==> config.mk <==
export PLATFORM = sky130hd
export DESIGN_NAME = stream_sink_fifo
export DESIGN_NICKNAME = d
export VERILOG_FILES = /design/src/rtl/stream_sink_fifo_pkg.sv /design/src/rtl/stream_sink_regfile.sv /design/src/rtl/stream_sink_fifo.sv
export SDC_FILE = /design/constraint.sdc
export NUM_CORES = 1
export LEC_CHECK = 0
export BUFFER_PORTS_ARGS = -buffer_cell sky130_fd_sc_hd__buf_4
export CAP_MARGIN = 25
export CORE_AREA = 10 10 193 141
export CTS_CLUSTER_DIAMETER = 120
export CTS_CLUSTER_SIZE = 30
export DETAILED_ROUTE_END_ITERATION = 6
export DIE_AREA = 0 0 203 151
export GPL_ROUTABILITY_DRIVEN = 1
export SYNTH_ARGS = -nofsm -noshare
export SYNTH_HDL_FRONTEND = slang
export SYNTH_SLANG_ARGS = --single-unit
==> constraint.sdc <==
create_clock -name clk -period 9.35 [get_ports clk]
set_input_delay 0.935 -clock clk [delete_from_list [all_inputs] [get_ports clk]]
set_output_delay 0.935 -clock clk [all_outputs]
set_load 0.01 [all_outputs]
==> src/rtl/stream_sink_fifo_pkg.sv <==
// Shared constants for the stream sink FIFO slice: bus width and upstream delay-line length.
// They set the default WIDTH and AF_MARGIN of stream_sink_fifo.
package stream_sink_fifo_pkg;

    localparam int BUS_WIDTH = 32;
    localparam int DELAY_LEN = 2;

    // Occupancy at which the producer must be told to stop.
    function automatic int af_level(input int depth, input int margin);
        return depth - margin;
    endfunction

endpackage

==> src/rtl/stream_sink_regfile.sv <==
// DEPTH x WIDTH storage for stream_sink_fifo.
// It has one synchronous write port and one asynchronous read port, and it is never reset.
module stream_sink_regfile
    import stream_sink_fifo_pkg::*;
#(
    parameter int WIDTH = BUS_WIDTH,
    parameter int DEPTH = 8
) (
    input  logic                     clk,
    input  logic                     we,
    input  logic [$clog2(DEPTH)-1:0] waddr,
    input  logic [WIDTH-1:0]         wdata,
    input  logic [$clog2(DEPTH)-1:0] raddr,
    output logic [WIDTH-1:0]         rdata
);

    logic [WIDTH-1:0] mem_q [DEPTH];

    always_ff @(posedge clk) begin
        if (we) begin
            mem_q[waddr] <= wdata;
        end
    end

    assign rdata = mem_q[raddr];

endmodule

==> src/rtl/stream_sink_fifo.sv <==
// Buffers the non-stallable {data, valid} stream from the delay stage behind a valid/ready port.
// Define STREAM_SINK_FIFO_BYPASS_EN to enable zero-latency cut-through while the FIFO is empty.
module stream_sink_fifo
    import stream_sink_fifo_pkg::*;
#(
    parameter int WIDTH     = BUS_WIDTH,
    parameter int DEPTH     = 8,
    parameter int AF_MARGIN = DELAY_LEN + 1
) (
    input  logic                   clk,
    input  logic                   rst,
    input  logic [WIDTH-1:0]       in_data,
    input  logic                   in_valid,
    output logic [WIDTH-1:0]       out_data,
    output logic                   out_valid,
    input  logic                   out_ready,
    output logic                   almost_full,
    output logic                   overflow,
    input  logic                   ovf_clr,
    output logic [$clog2(DEPTH):0] count
);

    localparam int PW = $clog2(DEPTH);
    localparam int CW = PW + 1;
    localparam logic [CW-1:0] FULL_LVL = CW'(DEPTH);
    localparam logic [CW-1:0] AF_LVL   = CW'(af_level(DEPTH, AF_MARGIN));

    logic [PW-1:0]    rd_ptr_q, rd_ptr_d;
    logic [PW-1:0]    wr_ptr_q, wr_ptr_d;
    logic [CW-1:0]    count_q, count_d;
    logic             af_q, af_d;
    logic             ovf_q, ovf_d;
    logic [WIDTH-1:0] rd_data;
    logic             bypass, thru, pop, push, drop, we, rd_adv;

`ifdef STREAM_SINK_FIFO_BYPASS_EN
    assign bypass = (count_q == '0) && in_valid;
`else
    assign bypass = 1'b0;
`endif

    assign out_valid = (count_q != '0) || bypass;
    assign out_data  = bypass ? in_data : rd_data;
    assign pop       = out_valid && out_ready;
    assign push      = in_valid && ((count_q < FULL_LVL) || pop);
    assign drop      = in_valid && !push;
    // A cut-through word that is consumed right away never touches storage or count.
    assign thru      = bypass && out_ready;
    assign we        = push && !thru;
    assign rd_adv    = pop && !thru;

    always_comb begin
        wr_ptr_d = we ? wr_ptr_q + PW'(1) : wr_ptr_q;
        rd_ptr_d = rd_adv ? rd_ptr_q + PW'(1) : rd_ptr_q;
        count_d  = count_q + CW'(we) - CW'(rd_adv);
        // The flag follows the current count, so it lags occupancy by one cycle; AF_MARGIN covers that lag.
        af_d     = (count_q >= AF_LVL);
        ovf_d    = drop ? 1'b1 : (ovf_clr ? 1'b0 : ovf_q);
    end

    always_ff @(posedge clk or posedge rst) begin
        if (rst) begin
            rd_ptr_q <= '0;
            wr_ptr_q <= '0;
            count_q  <= '0;
            af_q     <= 1'b0;
            ovf_q    <= 1'b0;
        end else begin
            rd_ptr_q <= rd_ptr_d;
            wr_ptr_q <= wr_ptr_d;
            count_q  <= count_d;
            af_q     <= af_d;
            ovf_q    <= ovf_d;
        end
    end

    assign almost_full = af_q;
    assign overflow    = ovf_q;
    assign count       = count_q;

    stream_sink_regfile #(
        .WIDTH (WIDTH),
        .DEPTH (DEPTH)
    ) u_regfile (
        .clk   (clk),
        .we    (we),
        .waddr (wr_ptr_q),
        .wdata (in_data),
        .raddr (rd_ptr_q),
        .rdata (rd_data)
    );

endmodule

Yosys cells after proc, flatten, opt, wreduce, memory -nomap -nowiden --
Memory sizes are Yosys's and may differ from the RTL's. Index checks and enable logic that the tools add are counted.
Storage, ports and cells: flip-flop bits (word level) 12, RAM bits 256, input port bits 37, output and inout bits 39, logic and storage cells 23, memories 1
Operators by class: add/subtract/negate cells 4, magnitude comparators 2, mux-type cells 4, reduce and logical (&&, ||, !) cells 7
Memory list:
- u_regfile.mem_q | depth 8, width 32, read ports 1, clocked after memory_dff 0, write ports 1, RTL line stream_sink_regfile.sv:17 | logic [WIDTH-1:0] mem_q [DEPTH];
Operators by type and width (count):
- adder 3 x 1 -> 3 bit (second input constant) | 2
- adder 4 x 1 -> 4 bit | 1
- >= comparator 4 x 3 -> 1 bit (second input constant) | 1
- less-than comparator 4 bit (second input constant) | 1
- two-way mux 1 bit | 4
- nonzero test 4 bit | 1
- subtractor 4 x 1 -> 4 bit | 1
- logical AND 1 bit | 3
- nonzero test 2 bit | 1
- logical NOT 1 bit | 1
- logical OR 1 bit | 1

Longest topological paths before layout --
depth after elaboration 7, depth in mapped cells 11, depth with buffers taken out 11

Cells and area by module --
From an unflattened synthesis, not the netlist that was laid out.
Second synthesis, totals: cells, all modules 433, area total of the unflattened synthesis 10457.5 um^2
Modules (own cells, without submodules):
- stream_sink_regfile | instances 1, cells each 383, area an instance 9825.7 um^2, seq. area each 7687.4 um^2
- stream_sink_fifo | instances 1, cells each 50, area an instance 631.9 um^2, seq. area each 300.3 um^2

Least setup slack after synthesis --
OpenSTA, ideal clock, no wires.
kind input to register, start input out_ready, end memory u_regfile.mem_q[0][0] in the netlist's numbering, enable pin, setup time 0.461 ns, data arrival time 3.454 ns, required time 8.889 ns, setup slack 5.435 ns, stages 3, buffers on the path 0, cells stage by stage nand2b_1 -> nand4b_1 -> nor3_1
On the way: cells in the longest elaborated chain, start to end 5
Ends and longest elaborated chain:
- from (decl) | RTL line stream_sink_fifo.sv:16 | input logic out_ready,
- logical AND 1 bit | RTL line stream_sink_fifo.sv:44 | assign pop = out_valid && out_ready;
- logical OR 1 bit | RTL line stream_sink_fifo.sv:45 | assign push = in_valid && ((count_q < FULL_LVL) || pop);
- logical AND 1 bit | RTL line stream_sink_fifo.sv:45
- two-way mux 1 bit | RTL line stream_sink_regfile.sv:20 | if (we) begin
- two-way mux 1 bit (not written as such) | RTL line stream_sink_regfile.sv:21 | mem_q[waddr] <= wdata;
- to (decl) | RTL line stream_sink_regfile.sv:17
Every way passes these cells.

Final worst setup path --
start register rd_ptr_q[0], end output out_data[4]
On the way: cells in the longest elaborated chain, start to end 1
Ends and longest elaborated chain:
- from (decl) | RTL line stream_sink_fifo.sv:28 | logic [PW-1:0] rd_ptr_q, rd_ptr_d;
- from (signal assigned) | RTL line stream_sink_fifo.sv:69 | rd_ptr_q <= rd_ptr_d;
- memory read (8 x 32 bit)
- to (decl) | RTL line stream_sink_fifo.sv:14 | output logic [WIDTH-1:0] out_data,
Every way passes these cells.

==> summary.md <==
| Metric | Value |
|---|---|
| Clock latency on the worst-skew pair | `480 ps` |
| Post-Route WL | `19,400 um` |
| Reg2reg end | `u_regfile.mem_q[4][4]` |
| Total number of vias | `4,507` |
| Most common cell after layout, fill and taps aside | `edfxtp_1` |
| Startpoint types | `flop` |
| Final period util | `43.3%` |
| Routed wl met3 | `863 um` |
| Final antenna-violating net count | `0` |
| Post-CTS setup buffer count | `0` |
| Clk_skew | `8.96 ps` |
| Worst EP required | `8420 ps` |
| Buffers added on ports | `75` |
| Worst Path Buf+Inv | `2` |
| R2R depth | `6` |
| Relative max-transition margin | `34.0%` |
| Core box area | `23,300 um^2` |
| Drt via density | `5.38` |
| CTS tree | `done` |
| Final HPWL DP | `11,000 um` |
| WL/cell | `23.2 um` |
| Pleak | `3.84 nW` |
| DRT met1 WL | `8540 um` |
| Synth cell types | `32` |
| Post-route DRC | `0` |
| RSZ-0062 raised after global routing | `no` |
| CTS max path bufs | `3` |
| Syn. warnings | `0` |
| Post-CTS Hold Buffers | `0` |
| R2R setup slack | `6690 ps` |
| TritonCTS Buffers | `12` |
| Die ar. | `30,700 um^2` |
| Yosys reg bits | `268` |
| FMAX | `247 MHz` |
| RR Startpoint | `count[3]` |
| CP dominant cell by count | `buf_4` |
| CP top delay family | `multiplexers` |
| Setup ws final | `5300 ps` |
| CP peak stage delay | `760 ps` |
| I/O pin count | `76` |
| Syn Area/Cell | `23.9 um^2` |
| DR iter-0 viols | `287` |
| Setup TNS | `0 ps` |
| CP Class | `flop to output port` |
| Drt pass-1 iters | `4` |
| Final slew viol count | `0` |
| Register clock-pin slew on the reported worst setup and hold paths | `110 ps` |
| Final net count | `562` |
| Layout cells sized above 1 | `35.8%` |
| Syn nets | `481` |
| Status | `completed` |
| Initial Util | `44.5%` |
| Root buffer cell | `clkbuf_16` |
| Seq/Total Area, Yosys | `76.9%` |
| Cell Chain, Critical Path | `buf_4, mux4_1, mux2_2, buf_4` |
| Post-Synthesis Cells | `435` |
| H-tree depth | `1` |
| Max cap viols | `0` |
| Area Growth Syn to Fin | `12.5%` |
| Top sig layer | `met4` |
| Commonest non-fill, non-tap cells in the layout | `edfxtp_1, buf_4, mux4_2, mux2_2, mux4_1` |
| Max VDD drop | `0.145 mV` |
| Row Count | `47` |
| Die Height | `151 um` |
| Critical Path AT | `3110 ps` |
| Endpoints failing setup | `0` |
| Metal2 WL | `9810 um` |
| Die X | `203 um` |
| Initial antenna violation count | `0` |
| Synth Cell Area | `10,400 um^2` |
| Fin. Hold Viols | `0` |
| Sink Count | `268` |
| First-pass GRT wire length | `29,800 um` |
| RePlAce Congestion | `0.753` |
| CP Capture Type | `output port` |
| Pwr/cell area | `282 nW/um^2` |
| Slowest-stage cell, CP | `dfrtp_4` |
| CP max FO | `42` |
| Vias in the first global route | `4,818` |
| Filler cell count | `1,865` |
| Period minus WS final | `4050 ps` |
| Pre-CTS WS | `5730 ps` |
| Slew @ Worst Pin | `990 ps` |
| HP Class | `input pin to asynchronous set/reset pin` |
| Post-CTS sizing | `0` |
| Overflow after GRT | `0` |
| GRT Total Usage | `12.7%` |
| Largest net degree at the start of global routing | `43` |
[worst max path at each step]
stage | start | endpoint | slack, ps | depth (start not counted)
2_1_floorplan | out_ready | u_regfile.mem_q[0][0] | 5440 | 3
3_3_place_gp | rd_ptr_q[0] | out_data[1] | 5750 | 4
3_5_place_dp | rd_ptr_q[0] | out_data[4] | 5730 | 4
4_1_cts | rd_ptr_q[0] | out_data[4] | 5190 | 4
5_1_grt | rd_ptr_q[0] | out_data[4] | 5050 | 4
6_report | rd_ptr_q[0] | out_data[4] | 5300 | 4
[synthesized netlist by cell type]
master	count	area [um^2]
edfxtp_1	256	7690
mux4_2	44	991
mux2_2	33	372
mux4_1	20	526
dfrtp_1	12	300
inv_1	9	33.8
ha_1	8	100
nor2_1	6	22.5
clkbuf_1	5	18.8
nand2_1	5	18.8
buf_1	4	15.0
buf_2	3	15.0
xnor2_1	3	26.3
buf_12	2	40.0
buf_6	2	22.5
buf_8	2	30.0
nand2b_1	2	12.5
nand3_1	2	10.0
nand4_1	2	12.5
nor3_1	2	10.0
xor2_1	2	17.5
a21o_1	1	7.51
a21oi_1	1	5.00
a31oi_1	1	6.26
a32o_1	1	10.0
fa_1	1	20.0
mux2_1	1	11.3
nand4b_1	1	8.76
nand4bb_1	1	11.3
o21ai_0	1	5.00
o2bb2ai_1	1	8.76
or3b_1	1	8.76
[flip-flops by register name, indices dropped and copies added, names as in the netlist]
name             cells
overflow             1
almost_full          1
wr_ptr_q             3
u_regfile.mem_q    256
rd_ptr_q             3
count                4
[where the power goes]
group | switching [W] | internal, W | leakage [nW]
Clock | 0.000336 | 0.000257 | 0.165
Combinational | 0.000481 | 0.000591 | 1.22
Sequential | 0.000144 | 0.00148 | 2.46
[final cells by class]
type                       count  area [um^2]  area share, %
antenna                        1         2.50         0.0214
clock buffer                  16          337           2.88
clock inverter                 1         3.75         0.0321
inverter                       9         33.8          0.289
multi-input combinational    140         2280           19.5
sequential                   268         7990           68.4
tap                          318          398           3.41
timing repair buffer          85          638           5.46
[kinds of logic after synthesis]
family | share of synthesized area [%]
flops | 76.9
mux | 18.3
buf+inv | 1.69
simple gates | 1.11
fa+ha+maj | 1.16
compound gates | 0.410
xor+xnor | 0.422
[layer usage]
metal / vias up / track usage (%)
met2: 75 / 22.0
met5: - / 0
met1: 2428 / 16.7
met4: 0 / 1.79
li1: 1990 / -
met3: 14 / 2.69
[stage by stage]
| stage | total power [W] | cells | area [um^2] | hold WS, ps | utilization, % |
|---|---|---|---|---|---|
| finish | 0.00329 | 838 | 11700 | 459 | 50.0 |
| global route | 0.00348 | 837 | 11700 | 472 | 50.0 |
| CTS | 0.00336 | 837 | 11700 | 475 | 50.0 |
| detailed placement | 0.00277 | 820 | 11300 | 507 | 48.6 |
| global placement | 0.00274 | 820 | 11300 | 483 | 48.6 |
| floorplan | 0.00234 | 435 | 10400 | 485 | - |
Power figures use the tool's default switching activity.
